## src/rtl/sha256_pkg.sv

```systemverilog
// Shared SHA-256 constants, FSM state type, working-variable struct and the
// standard bitwise helper functions.
package sha256_pkg;

    typedef enum logic [2:0] {
        StIdle,
        StLoad,
        StCompute,
        StUpdate,
        StWrite
    } state_e;

    typedef struct packed {
        logic [31:0] a;
        logic [31:0] b;
        logic [31:0] c;
        logic [31:0] d;
        logic [31:0] e;
        logic [31:0] f;
        logic [31:0] g;
        logic [31:0] h;
    } work_t;

    localparam logic [31:0] K [64] = '{
        32'h428a2f98, 32'h71374491, 32'hb5c0fbcf, 32'he9b5dba5,
        32'h3956c25b, 32'h59f111f1, 32'h923f82a4, 32'hab1c5ed5,
        32'hd807aa98, 32'h12835b01, 32'h243185be, 32'h550c7dc3,
        32'h72be5d74, 32'h80deb1fe, 32'h9bdc06a7, 32'hc19bf174,
        32'he49b69c1, 32'hefbe4786, 32'h0fc19dc6, 32'h240ca1cc,
        32'h2de92c6f, 32'h4a7484aa, 32'h5cb0a9dc, 32'h76f988da,
        32'h983e5152, 32'ha831c66d, 32'hb00327c8, 32'hbf597fc7,
        32'hc6e00bf3, 32'hd5a79147, 32'h06ca6351, 32'h14292967,
        32'h27b70a85, 32'h2e1b2138, 32'h4d2c6dfc, 32'h53380d13,
        32'h650a7354, 32'h766a0abb, 32'h81c2c92e, 32'h92722c85,
        32'ha2bfe8a1, 32'ha81a664b, 32'hc24b8b70, 32'hc76c51a3,
        32'hd192e819, 32'hd6990624, 32'hf40e3585, 32'h106aa070,
        32'h19a4c116, 32'h1e376c08, 32'h2748774c, 32'h34b0bcb5,
        32'h391c0cb3, 32'h4ed8aa4a, 32'h5b9cca4f, 32'h682e6ff3,
        32'h748f82ee, 32'h78a5636f, 32'h84c87814, 32'h8cc70208,
        32'h90befffa, 32'ha4506ceb, 32'hbef9a3f7, 32'hc67178f2
    };

    localparam logic [31:0] IV [8] = '{
        32'h6a09e667, 32'hbb67ae85, 32'h3c6ef372, 32'ha54ff53a,
        32'h510e527f, 32'h9b05688c, 32'h1f83d9ab, 32'h5be0cd19
    };

    function automatic logic [31:0] rightrotate(input logic [31:0] x, input logic [4:0] n);
        return (x >> n) | (x << (6'd32 - {1'b0, n}));
    endfunction

    function automatic logic [31:0] sigma0(input logic [31:0] x);
        return rightrotate(x, 5'd7) ^ rightrotate(x, 5'd18) ^ (x >> 3);
    endfunction

    function automatic logic [31:0] sigma1(input logic [31:0] x);
        return rightrotate(x, 5'd17) ^ rightrotate(x, 5'd19) ^ (x >> 10);
    endfunction

    function automatic logic [31:0] Sigma0(input logic [31:0] x);
        return rightrotate(x, 5'd2) ^ rightrotate(x, 5'd13) ^ rightrotate(x, 5'd22);
    endfunction

    function automatic logic [31:0] Sigma1(input logic [31:0] x);
        return rightrotate(x, 5'd6) ^ rightrotate(x, 5'd11) ^ rightrotate(x, 5'd25);
    endfunction

    function automatic logic [31:0] ch(input logic [31:0] x, input logic [31:0] y,
                                       input logic [31:0] z);
        return (x & y) ^ (~x & z);
    endfunction

    function automatic logic [31:0] maj(input logic [31:0] x, input logic [31:0] y,
                                        input logic [31:0] z);
        return (x & y) ^ (x & z) ^ (y & z);
    endfunction

endpackage

```

## src/rtl/sha256_round.sv

```systemverilog
// One combinational SHA-256 compression round over the working variables a..h.
module sha256_round
    import sha256_pkg::*;
(
    input  work_t       work_i,
    input  logic [31:0] w_i,
    input  logic [31:0] k_i,
    output work_t       work_o
);

    logic [31:0] t1;
    logic [31:0] t2;

    always_comb begin
        t1 = work_i.h + Sigma1(work_i.e) + ch(work_i.e, work_i.f, work_i.g) + k_i + w_i;
        t2 = Sigma0(work_i.a) + maj(work_i.a, work_i.b, work_i.c);
        work_o.a = t1 + t2;
        work_o.b = work_i.a;
        work_o.c = work_i.b;
        work_o.d = work_i.c;
        work_o.e = work_i.d + t1;
        work_o.f = work_i.e;
        work_o.g = work_i.f;
        work_o.h = work_i.g;
    end

endmodule

```

## src/rtl/sha256_multiblock.sv

```systemverilog
// Multi-block SHA-256 engine: reads an N-word message from memory, pads it on the fly,
// compresses one round per cycle with a 16-word schedule window and writes back H0..H7.
module sha256_multiblock
    import sha256_pkg::*;
#(
    parameter int unsigned NUM_OF_WORDS = 20,
    parameter int unsigned ADDR_W       = 16
) (
    input  logic              clk,
    input  logic              reset_n,
    input  logic              start,
    input  logic [ADDR_W-1:0] message_addr,
    input  logic [ADDR_W-1:0] output_addr,
    output logic              done,
    output logic              mem_clk,
    output logic              mem_we,
    output logic [ADDR_W-1:0] mem_addr,
    output logic [31:0]       mem_write_data,
    input  logic [31:0]       mem_read_data
);

    localparam int unsigned NumBlocks = (NUM_OF_WORDS + 18) / 16;
    localparam int unsigned PadLast   = NumBlocks * 16 - 1;
    localparam logic [31:0] BitLen    = 32'(NUM_OF_WORDS * 32);

    state_e            state_q, state_d;
    logic [ADDR_W-1:0] msg_addr_q, msg_addr_d;
    logic [ADDR_W-1:0] out_addr_q, out_addr_d;
    logic [31:0]       h_q [8];
    logic [31:0]       h_d [8];
    work_t             work_q, work_d, round_out;
    logic [31:0]       win_q [16];
    logic [31:0]       win_d [16];
    logic [15:0]       blk_q, blk_d;
    logic [6:0]        cnt_q, cnt_d;

    logic [31:0] rd_g, cap_g, rd_idx, pad_word, sched, w_cur;
    logic [3:0]  cap_slot;

    assign mem_clk = clk;

    // Read index runs one cycle ahead of the capture index because of the memory latency.
    always_comb begin
        rd_g     = {12'd0, blk_q, 4'd0} + {25'd0, cnt_q};
        cap_g    = rd_g - 32'd1;
        cap_slot = cap_g[3:0];
        rd_idx   = (rd_g < NUM_OF_WORDS) ? rd_g : NUM_OF_WORDS - 1;
        if (cap_g < NUM_OF_WORDS) begin
            pad_word = mem_read_data;
        end else if (cap_g == NUM_OF_WORDS) begin
            pad_word = 32'h8000_0000;
        end else if (cap_g == PadLast) begin
            pad_word = BitLen;
        end else begin
            pad_word = 32'd0;
        end
        sched = sigma1(win_q[14]) + win_q[9] + sigma0(win_q[1]) + win_q[0];
        w_cur = (cnt_q < 7'd16) ? win_q[0] : sched;
    end

    sha256_round u_round (
        .work_i (work_q),
        .w_i    (w_cur),
        .k_i    (K[cnt_q[5:0]]),
        .work_o (round_out)
    );

    always_comb begin
        done           = (state_q == StIdle);
        mem_we         = (state_q == StWrite);
        mem_addr       = '0;
        mem_write_data = '0;
        unique case (state_q)
            StWrite: begin
                mem_addr       = out_addr_q + ADDR_W'(cnt_q[2:0]);
                mem_write_data = h_q[cnt_q[2:0]];
            end
            StLoad, StCompute, StUpdate: mem_addr = msg_addr_q + ADDR_W'(rd_idx);
            default: ;
        endcase
    end

    always_comb begin
        state_d    = state_q;
        msg_addr_d = msg_addr_q;
        out_addr_d = out_addr_q;
        h_d        = h_q;
        work_d     = work_q;
        win_d      = win_q;
        blk_d      = blk_q;
        cnt_d      = cnt_q;
        unique case (state_q)
            StIdle: begin
                if (start) begin
                    msg_addr_d = message_addr;
                    out_addr_d = output_addr;
                    h_d        = IV;
                    work_d     = {IV[0], IV[1], IV[2], IV[3], IV[4], IV[5], IV[6], IV[7]};
                    blk_d      = '0;
                    cnt_d      = '0;
                    state_d    = StLoad;
                end
            end
            StLoad: begin
                if (cnt_q != 7'd0) begin
                    win_d[cap_slot] = pad_word;
                end
                if (cnt_q == 7'd16) begin
                    cnt_d   = '0;
                    state_d = StCompute;
                end else begin
                    cnt_d = cnt_q + 7'd1;
                end
            end
            StCompute: begin
                // Rotating the first 16 words back in leaves W[r-16..r-1] in place at r=16.
                work_d = round_out;
                for (int i = 0; i < 15; i++) begin
                    win_d[i] = win_q[i+1];
                end
                win_d[15] = w_cur;
                if (cnt_q == 7'd63) begin
                    cnt_d   = '0;
                    state_d = StUpdate;
                end else begin
                    cnt_d = cnt_q + 7'd1;
                end
            end
            StUpdate: begin
                h_d[0] = h_q[0] + work_q.a;
                h_d[1] = h_q[1] + work_q.b;
                h_d[2] = h_q[2] + work_q.c;
                h_d[3] = h_q[3] + work_q.d;
                h_d[4] = h_q[4] + work_q.e;
                h_d[5] = h_q[5] + work_q.f;
                h_d[6] = h_q[6] + work_q.g;
                h_d[7] = h_q[7] + work_q.h;
                blk_d  = blk_q + 16'd1;
                cnt_d  = '0;
                if ({16'd0, blk_q} + 32'd1 < NumBlocks) begin
                    work_d  = {h_d[0], h_d[1], h_d[2], h_d[3], h_d[4], h_d[5], h_d[6], h_d[7]};
                    state_d = StLoad;
                end else begin
                    state_d = StWrite;
                end
            end
            StWrite: begin
                if (cnt_q == 7'd7) begin
                    cnt_d   = '0;
                    state_d = StIdle;
                end else begin
                    cnt_d = cnt_q + 7'd1;
                end
            end
            default: state_d = StIdle;
        endcase
    end

    always_ff @(posedge clk or negedge reset_n) begin
        if (!reset_n) begin
            state_q    <= StIdle;
            msg_addr_q <= '0;
            out_addr_q <= '0;
            work_q     <= '0;
            blk_q      <= '0;
            cnt_q      <= '0;
            for (int i = 0; i < 8; i++) begin
                h_q[i] <= '0;
            end
            for (int i = 0; i < 16; i++) begin
                win_q[i] <= '0;
            end
        end else begin
            state_q    <= state_d;
            msg_addr_q <= msg_addr_d;
            out_addr_q <= out_addr_d;
            work_q     <= work_d;
            blk_q      <= blk_d;
            cnt_q      <= cnt_d;
            h_q        <= h_d;
            win_q      <= win_d;
        end
    end

endmodule

```

## config.mk

```make
export PLATFORM = sky130hd
export DESIGN_NAME = sha256_multiblock
export DESIGN_NICKNAME = d
export VERILOG_FILES = /design/src/rtl/sha256_pkg.sv /design/src/rtl/sha256_round.sv /design/src/rtl/sha256_multiblock.sv
export SDC_FILE = /design/constraint.sdc
export NUM_CORES = 2
export LEC_CHECK = 0
export ABC_AREA = 1
export CAP_MARGIN = 20
export CORE_ASPECT_RATIO = 1.4
export CORE_MARGIN = 4
export CORE_UTILIZATION = 58
export DETAILED_ROUTE_END_ITERATION = 10
export GPL_TIMING_DRIVEN = 0
export HOLD_SLACK_MARGIN = 0.03
export PLACE_DENSITY_LB_ADDON = 0.05
export SETUP_SLACK_MARGIN = 0.1
export SLEW_MARGIN = 10
export SYNTH_ARGS = -nofsm -noshare
export SYNTH_HDL_FRONTEND = slang
export SYNTH_SLANG_ARGS = --single-unit
```

## constraint.sdc

```tcl
create_clock -name clk -period 7.3 [get_ports clk]
set_input_delay 1.46 -clock clk [delete_from_list [all_inputs] [get_ports clk]]
set_output_delay 1.46 -clock clk [all_outputs]
set_load 0.01 [all_outputs]
```

==> results of run 1 <==
-- cell usage after synthesis (all sizes together), types with 26 or more instances --
library cell  instances  area share
a21o                 63      0.0058
a21oi              1767        0.11
a221oi               40      0.0043
a22oi                51      0.0047
a31oi               168       0.013
buf                  96      0.0068
clkbuf              504       0.023
dfrtp              1082        0.33
fa                  198       0.049
ha                  417       0.065
inv                1117       0.052
nand2              2202        0.10
nand3               320       0.020
nand4                99      0.0077
nor2               1229       0.061
nor3                100      0.0063
nor4                 26      0.0020
o211ai               53      0.0049
o21ai               807       0.050
o21bai               56      0.0052
o221ai               27      0.0029
o22ai                76      0.0059
or2                  52      0.0040
xnor2               173       0.019
xor2                202       0.022
-- kinds of logic after synthesis --
kind of cell / share of synthesized area
AO/OA/AOI/OAI: 0.2203
flip-flops: 0.3349
AND/OR/NAND/NOR: 0.2060
buffers and inverters: 0.08232
adder cells (fa/ha/maj): 0.1153
XOR/XNOR: 0.04062
other: 0.00004638
multiplexers: 0.0004952
-- what timing repair did --
action,CTS
endpoints found under the setup margin,94
gates resized for setup,548
pin swaps,153
buffers inserted,130
hold buffers,0
-- layer usage --
metal	GRT overflow	global-route usage
met5	3	0.3354
met4	313	0.7563
met3	11	0.5835
met2	408	0.9012
met1	7	0.7246
-- stage by stage --
stage | hold slack, ps | std cells | setup WS [ps] | setup TNS (ps)
2_1_floorplan | 449.2 | 11130 | 106.6 | 0
3_3_place_gp | 466.5 | 13040 | -43640 | -
3_5_place_dp | 473.3 | 13090 | -4270 | -156360
4_1_cts | 493.3 | 13410 | -928.4 | -13540
==> tab_implementation.tex, run 1 <==
\begin{tabular}{lr}
\hline
Metric & Value \\
\hline
\multicolumn{2}{l}{\textbf{Logic synthesis}} \\
Count of state elements after synthesis & 1,082 \\
Number of library cell types mapped by synthesis & 67 \\
Mean instance size in the synthesized netlist & 7.268 um\^{}2 \\
Leading register cell type out of synthesis & sky130\_fd\_sc\_hd\_\_dfrtp\_1 \\
Yosys Warn Count & 0 \\
Cell count after synthesis & 11,130 \\
Fraction of synthesis flops using an asynchronous set or reset pin & 1.000 \\
Synthesized cell area & 80,860 um\^{}2 \\
Post-synth EDFFs & 0 \\
Sequential fraction of the synthesis area & 0.3349 \\
\multicolumn{2}{l}{\textbf{Placed design}} \\
Cell area after placement & 85,240 um\^{}2 \\
RePlAce Congestion & 1.251 \\
Detail Placement HPWL & 344.8 mm \\
Port buffer count & 117 \\
\multicolumn{2}{l}{\textbf{Die}} \\
Placement row count & 161 \\
Die outline width & 323.6 um \\
Initial Util & 0.5860 \\
Count of boundary I/O pins & 118 \\
Y dimension of the die & 449.8 um \\
\multicolumn{2}{l}{\textbf{Global routing}} \\
Overall Global Routing Usage & 0.7386 \\
Total global routing overflow & 742 \\
Wire length of the first global-routing pass & 794.5 mm \\
Largest net degree at the start of global routing & 171 \\
Number of global-route vias before repair & 101,600 \\
\multicolumn{2}{l}{\textbf{Status}} \\
Error that stopped the run & [ERROR GRT-0116] Global routing finished with congestion. Check the congestion regions in the DRC Viewer. \\
Run status & did not finish \\
Exit stage & 5\_1\_grt \\
\hline
\end{tabular}
==> run 2, diff against run 1 <==
--- a/config.mk
+++ b/config.mk
@@ -7,14 +7,11 @@
 export LEC_CHECK = 0
 export ABC_AREA = 1
 export CAP_MARGIN = 20
-export CORE_ASPECT_RATIO = 1.4
 export CORE_MARGIN = 4
-export CORE_UTILIZATION = 58
+export CORE_UTILIZATION = 40
 export DETAILED_ROUTE_END_ITERATION = 10
 export GPL_TIMING_DRIVEN = 0
-export HOLD_SLACK_MARGIN = 0.03
-export PLACE_DENSITY_LB_ADDON = 0.05
-export SETUP_SLACK_MARGIN = 0.1
+export PLACE_DENSITY_LB_ADDON = 0.15
 export SLEW_MARGIN = 10
 export SYNTH_ARGS = -nofsm -noshare
 export SYNTH_HDL_FRONTEND = slang
==> constraint.sdc (replaced) <==
create_clock -name clk -period 9.5 [get_ports clk]
set_input_delay 1.9 -clock clk [delete_from_list [all_inputs] [get_ports clk]]
set_output_delay 1.9 -clock clk [all_outputs]
set_load 0.01 [all_outputs]
==> run 2 against run 1 <==
The run now ends clean. Synthesized area unchanged. Synthesized cell count unchanged.
==> tab_implementation.tex, run 2 <==
\begin{tabular}{lr}
\hline
Metric & Value \\
\hline
\multicolumn{2}{l}{\textbf{Global routing}} \\
Overall Global Routing Usage & 0.4056 \\
Number of global-route vias before repair & 81,160 \\
Total global routing overflow & 0 \\
Largest net degree at the start of global routing & 161 \\
Wire length of the first global-routing pass & 606.4 mm \\
Initial antenna violation count & 34 \\
\multicolumn{2}{l}{\textbf{Logic synthesis}} \\
Most used standard cell by instance count after synthesis & sky130\_fd\_sc\_hd\_\_nand2\_1 \\
Cell count after synthesis & 11,130 (unchanged) \\
Top area cells in the synthesized netlist & sky130\_fd\_sc\_hd\_\_dfrtp\_1 (33\%), sky130\_fd\_sc\_hd\_\_a21oi\_1 (11\%), sky130\_fd\_sc\_hd\_\_nand2\_1 (10\%), sky130\_fd\_sc\_hd\_\_ha\_1 (6.5\%), sky130\_fd\_sc\_hd\_\_nor2\_1 (5.5\%) \\
Post-synth EDFFs & 0 (unchanged) \\
Synth cell count leaders & sky130\_fd\_sc\_hd\_\_nand2\_1 (2,198), sky130\_fd\_sc\_hd\_\_a21oi\_1 (1,767), sky130\_fd\_sc\_hd\_\_nor2\_1 (1,195) \\
Count of state elements after synthesis & 1,082 (unchanged) \\
Leading register cell type out of synthesis & sky130\_fd\_sc\_hd\_\_dfrtp\_1 \\
Fraction of synthesized cell area taken by the top area cell type & 0.3349 (unchanged) \\
Library cell with the largest summed area after synthesis & sky130\_fd\_sc\_hd\_\_dfrtp\_1 \\
Sequential fraction of the synthesis area & 0.3349 (unchanged) \\
Yosys Warn Count & 0 (unchanged) \\
Fraction of synthesis flops using an asynchronous set or reset pin & 1.000 (unchanged) \\
Mean instance size in the synthesized netlist & 7.268 um\^{}2 (unchanged) \\
Number of library cell types mapped by synthesis & 67 (unchanged) \\
Synthesized cell area & 80,860 um\^{}2 (unchanged) \\
\multicolumn{2}{l}{\textbf{Clock network}} \\
Clock tree from TritonCTS & built \\
CTS clock-pin slew for the worst setup and hold paths & 60 ps \\
Clock latency of the later-clocked register in the worst-skew pair & 980 ps \\
Quantity of hold-fixing buffers added after cts & 0 (unchanged) \\
\multicolumn{2}{l}{\textbf{Layout}} \\
Final cell area excluding filler cells & 91,890 um\^{}2 \\
Largest Register & win\_q \\
Most used cells in the layout excluding fill and tap cells & sky130\_fd\_sc\_hd\_\_nand2\_1 (2,193), sky130\_fd\_sc\_hd\_\_a21oi\_1 (1,758), sky130\_fd\_sc\_hd\_\_nor2\_1 (1,190) \\
Largest registers & win\_q (512), h\_q (256), work\_q (256) \\
Synth-to-Final Area Change & 13.64\% \\
Final instance count without filler cells & 14,250 \\
Post-layout net count & 12,140 \\
Leading cell type in the layout, fill and taps excluded & sky130\_fd\_sc\_hd\_\_nand2\_1 \\
Largest register FFs & 512 \\
Proportion of layout cells with a drive suffix above 1 & 0.05368 \\
\multicolumn{2}{l}{\textbf{Drt}} \\
Wire length after detailed routing & 440.2 mm \\
Number of nets with antenna violations after routing & 0 \\
Vias after detailed routing & 86,490 \\
Wire length on met3 & 49.75 mm \\
Post-Route M1 WL & 166.4 mm \\
Highest metal layer with signal wires & met5 \\
Number of remaining DRC errors & 0 \\
Drt via density & 6.071 \\
Detailed-routed wire length on met2 & 182.9 mm \\
Per-cell routed wire length & 30.90 um \\
First DRT Iteration DRCs & 11,810 \\
Iteration count of the initial detailed-routing pass & 11 \\
\multicolumn{2}{l}{\textbf{Timing}} \\
Slew @ Worst Pin & 1424 ps \\
Max Slew Vio Count & 0 \\
Final setup violation count & 0 \\
Final worst-path cycle share & 0.9758 \\
Fmax achieved & 107.9 MHz \\
Final Hold Fails & 0 \\
RSZ-0062 raised after global routing & no \\
Worst clock skew & 50.38 ps \\
Worst slew margin relative to its limit & 0.04036 \\
Shortest period the worst path allows & 9270 ps \\
\multicolumn{2}{l}{\textbf{Die}} \\
Core area & 200,500 um\^{}2 \\
Y dimension of the die & 457.6 um (+1.7\%) \\
Count of boundary I/O pins & 118 (unchanged) \\
DIE AREA & 209,400 um\^{}2 \\
Die outline width & 457.6 um (+41\%) \\
Placement row count & 164 (+1.9\%) \\
Initial Util & 0.4033 (-0.1826) \\
\multicolumn{2}{l}{\textbf{Setup path}} \\
Required time of the critical path & 10,280 ps \\
Worst reg2reg startpoint & cnt\_q[0] \\
Reg2Reg Capture Point & work\_q[243] \\
Kind of critical path & reg2reg \\
Kind of launch point of the worst setup path & register \\
Depth of the worst register-to-register path & 33 \\
Critical path fanouts, max & 10 \\
Sort of element at the end of the critical path & register \\
Arr. time, crit path & 10,050 ps \\
Worst reg2reg setup slack & 230 ps \\
Critical-path top delay cell & sky130\_fd\_sc\_hd\_\_o21ai\_0 \\
Maximum single-stage delay on the critical path & 1070 ps \\
\multicolumn{2}{l}{\textbf{Placed design}} \\
Cell area after placement & 86,190 um\^{}2 (+1.1\%) \\
Port buffer count & 117 (unchanged) \\
Number of placed instances with taps included & 13,960 (+6.6\%) \\
RePlAce Congestion & 1.131 (-9.6\%) \\
Detail Placement HPWL & 350.7 mm (+1.7\%) \\
\multicolumn{2}{l}{\textbf{Status}} \\
Run status & finished, final reports clean \\
\multicolumn{2}{l}{\textbf{Min path}} \\
Cells on Worst Hold Path & 2 \\
Worst Hold Class & reg2reg \\
Hold Startpoint & msg\_addr\_q[0] \\
Endpoint of the worst hold path & msg\_addr\_q[0] \\
\multicolumn{2}{l}{\textbf{Flow run}} \\
Max-Cap Viols & 0 \\
\hline
\end{tabular}
==> run 2: cell counts after synthesis <==
No cell type changed its count.
==> run 2: kinds of logic (layout without fill, tap and decap cells) <==
group,Yosys count,count (layout),synth area share
XOR/XNOR,375,375,0.04062
buffers and inverters,1723,2157,0.08232
adder cells (fa/ha/maj),629,629,0.1153
AO/OA/AOI/OAI,3248,3248,0.2203
other,1,31,0.00004638
multiplexers,4,4,0.0004952
flip-flops,1082,1082,0.3349
AND/OR/NAND/NOR,4063,4063,0.2060
==> run 2: timing repair <==
| item | 4_1_cts | 5_1_grt |
|---|---|---|
| gates resized for setup | 73 | 75 |
| setup endpoints to repair | 47 | 28 |
| pin swaps | 8 | 5 |
| buffers inserted | 12 | 7 |
==> run 2: final cells by class <==
class,count,area (um^2)
Tap cell,2656,3323
Fill cell,20490,108600
Buffer,587,2465
Inverter,1123,4225
Clock buffer,200,4036
Multi-Input combinational cell,8329,47770
Timing Repair Buffer,197,2215
Clock inverter,50,715.7
Antenna cell,21,52.55
Sequential cell,1082,27090
==> run 2: worst max-delay path, delay by kind of cell (launching register included) <==
kind / cells / cell delay, ps
AO/OA/AOI/OAI: 7 / 2550
adder cells (fa/ha/maj): 8 / 3060
XOR/XNOR: 1 / 150
flip-flops: 1 / 610
buffers and inverters: 7 / 1330
AND/OR/NAND/NOR: 10 / 1350
==> run 2: per-stage QoR <==
stage	hold WS, ps	TNS (ps)	worst slack (ps)	util
after global routing	520.7	0	6.731	0.4581
after CTS	495.4	-137.7	-84.49	0.4559
after detailed placement	481.2	-53480	-2274	0.4299
final	489.0	0	230.0	0.4583
after global placement	470.1	-	-45900	0.4259
after floorplan	449.2	0	1878	-
==> run 2: routing by layer <==
layer	track usage	vias up
li1	-	37830
met1	0.4970	41810
met2	0.5917	5361
met3	0.1309	1470
met4	0.3085	16
met5	0.004822	-
==> run 2: worst max path at each step <==
stage                     startpoint     endpoint  slack, ps  depth (start not counted)
after floorplan            win_q[52]  work_q[252]       1880                         40
after global placement       reset_n   win_q[335]     -45900                          1
after detailed placement    cnt_q[1]  work_q[254]      -2270                         39
after CTS                  win_q[52]  work_q[255]        -80                         42
after global routing       win_q[52]  work_q[253]          7                         43
final                       cnt_q[0]  work_q[243]        230                         33
Power of run 2 is left out: the tool's default activity adds up to more than one toggle a clock period on the data nets, which glitch-free logic cannot reach.
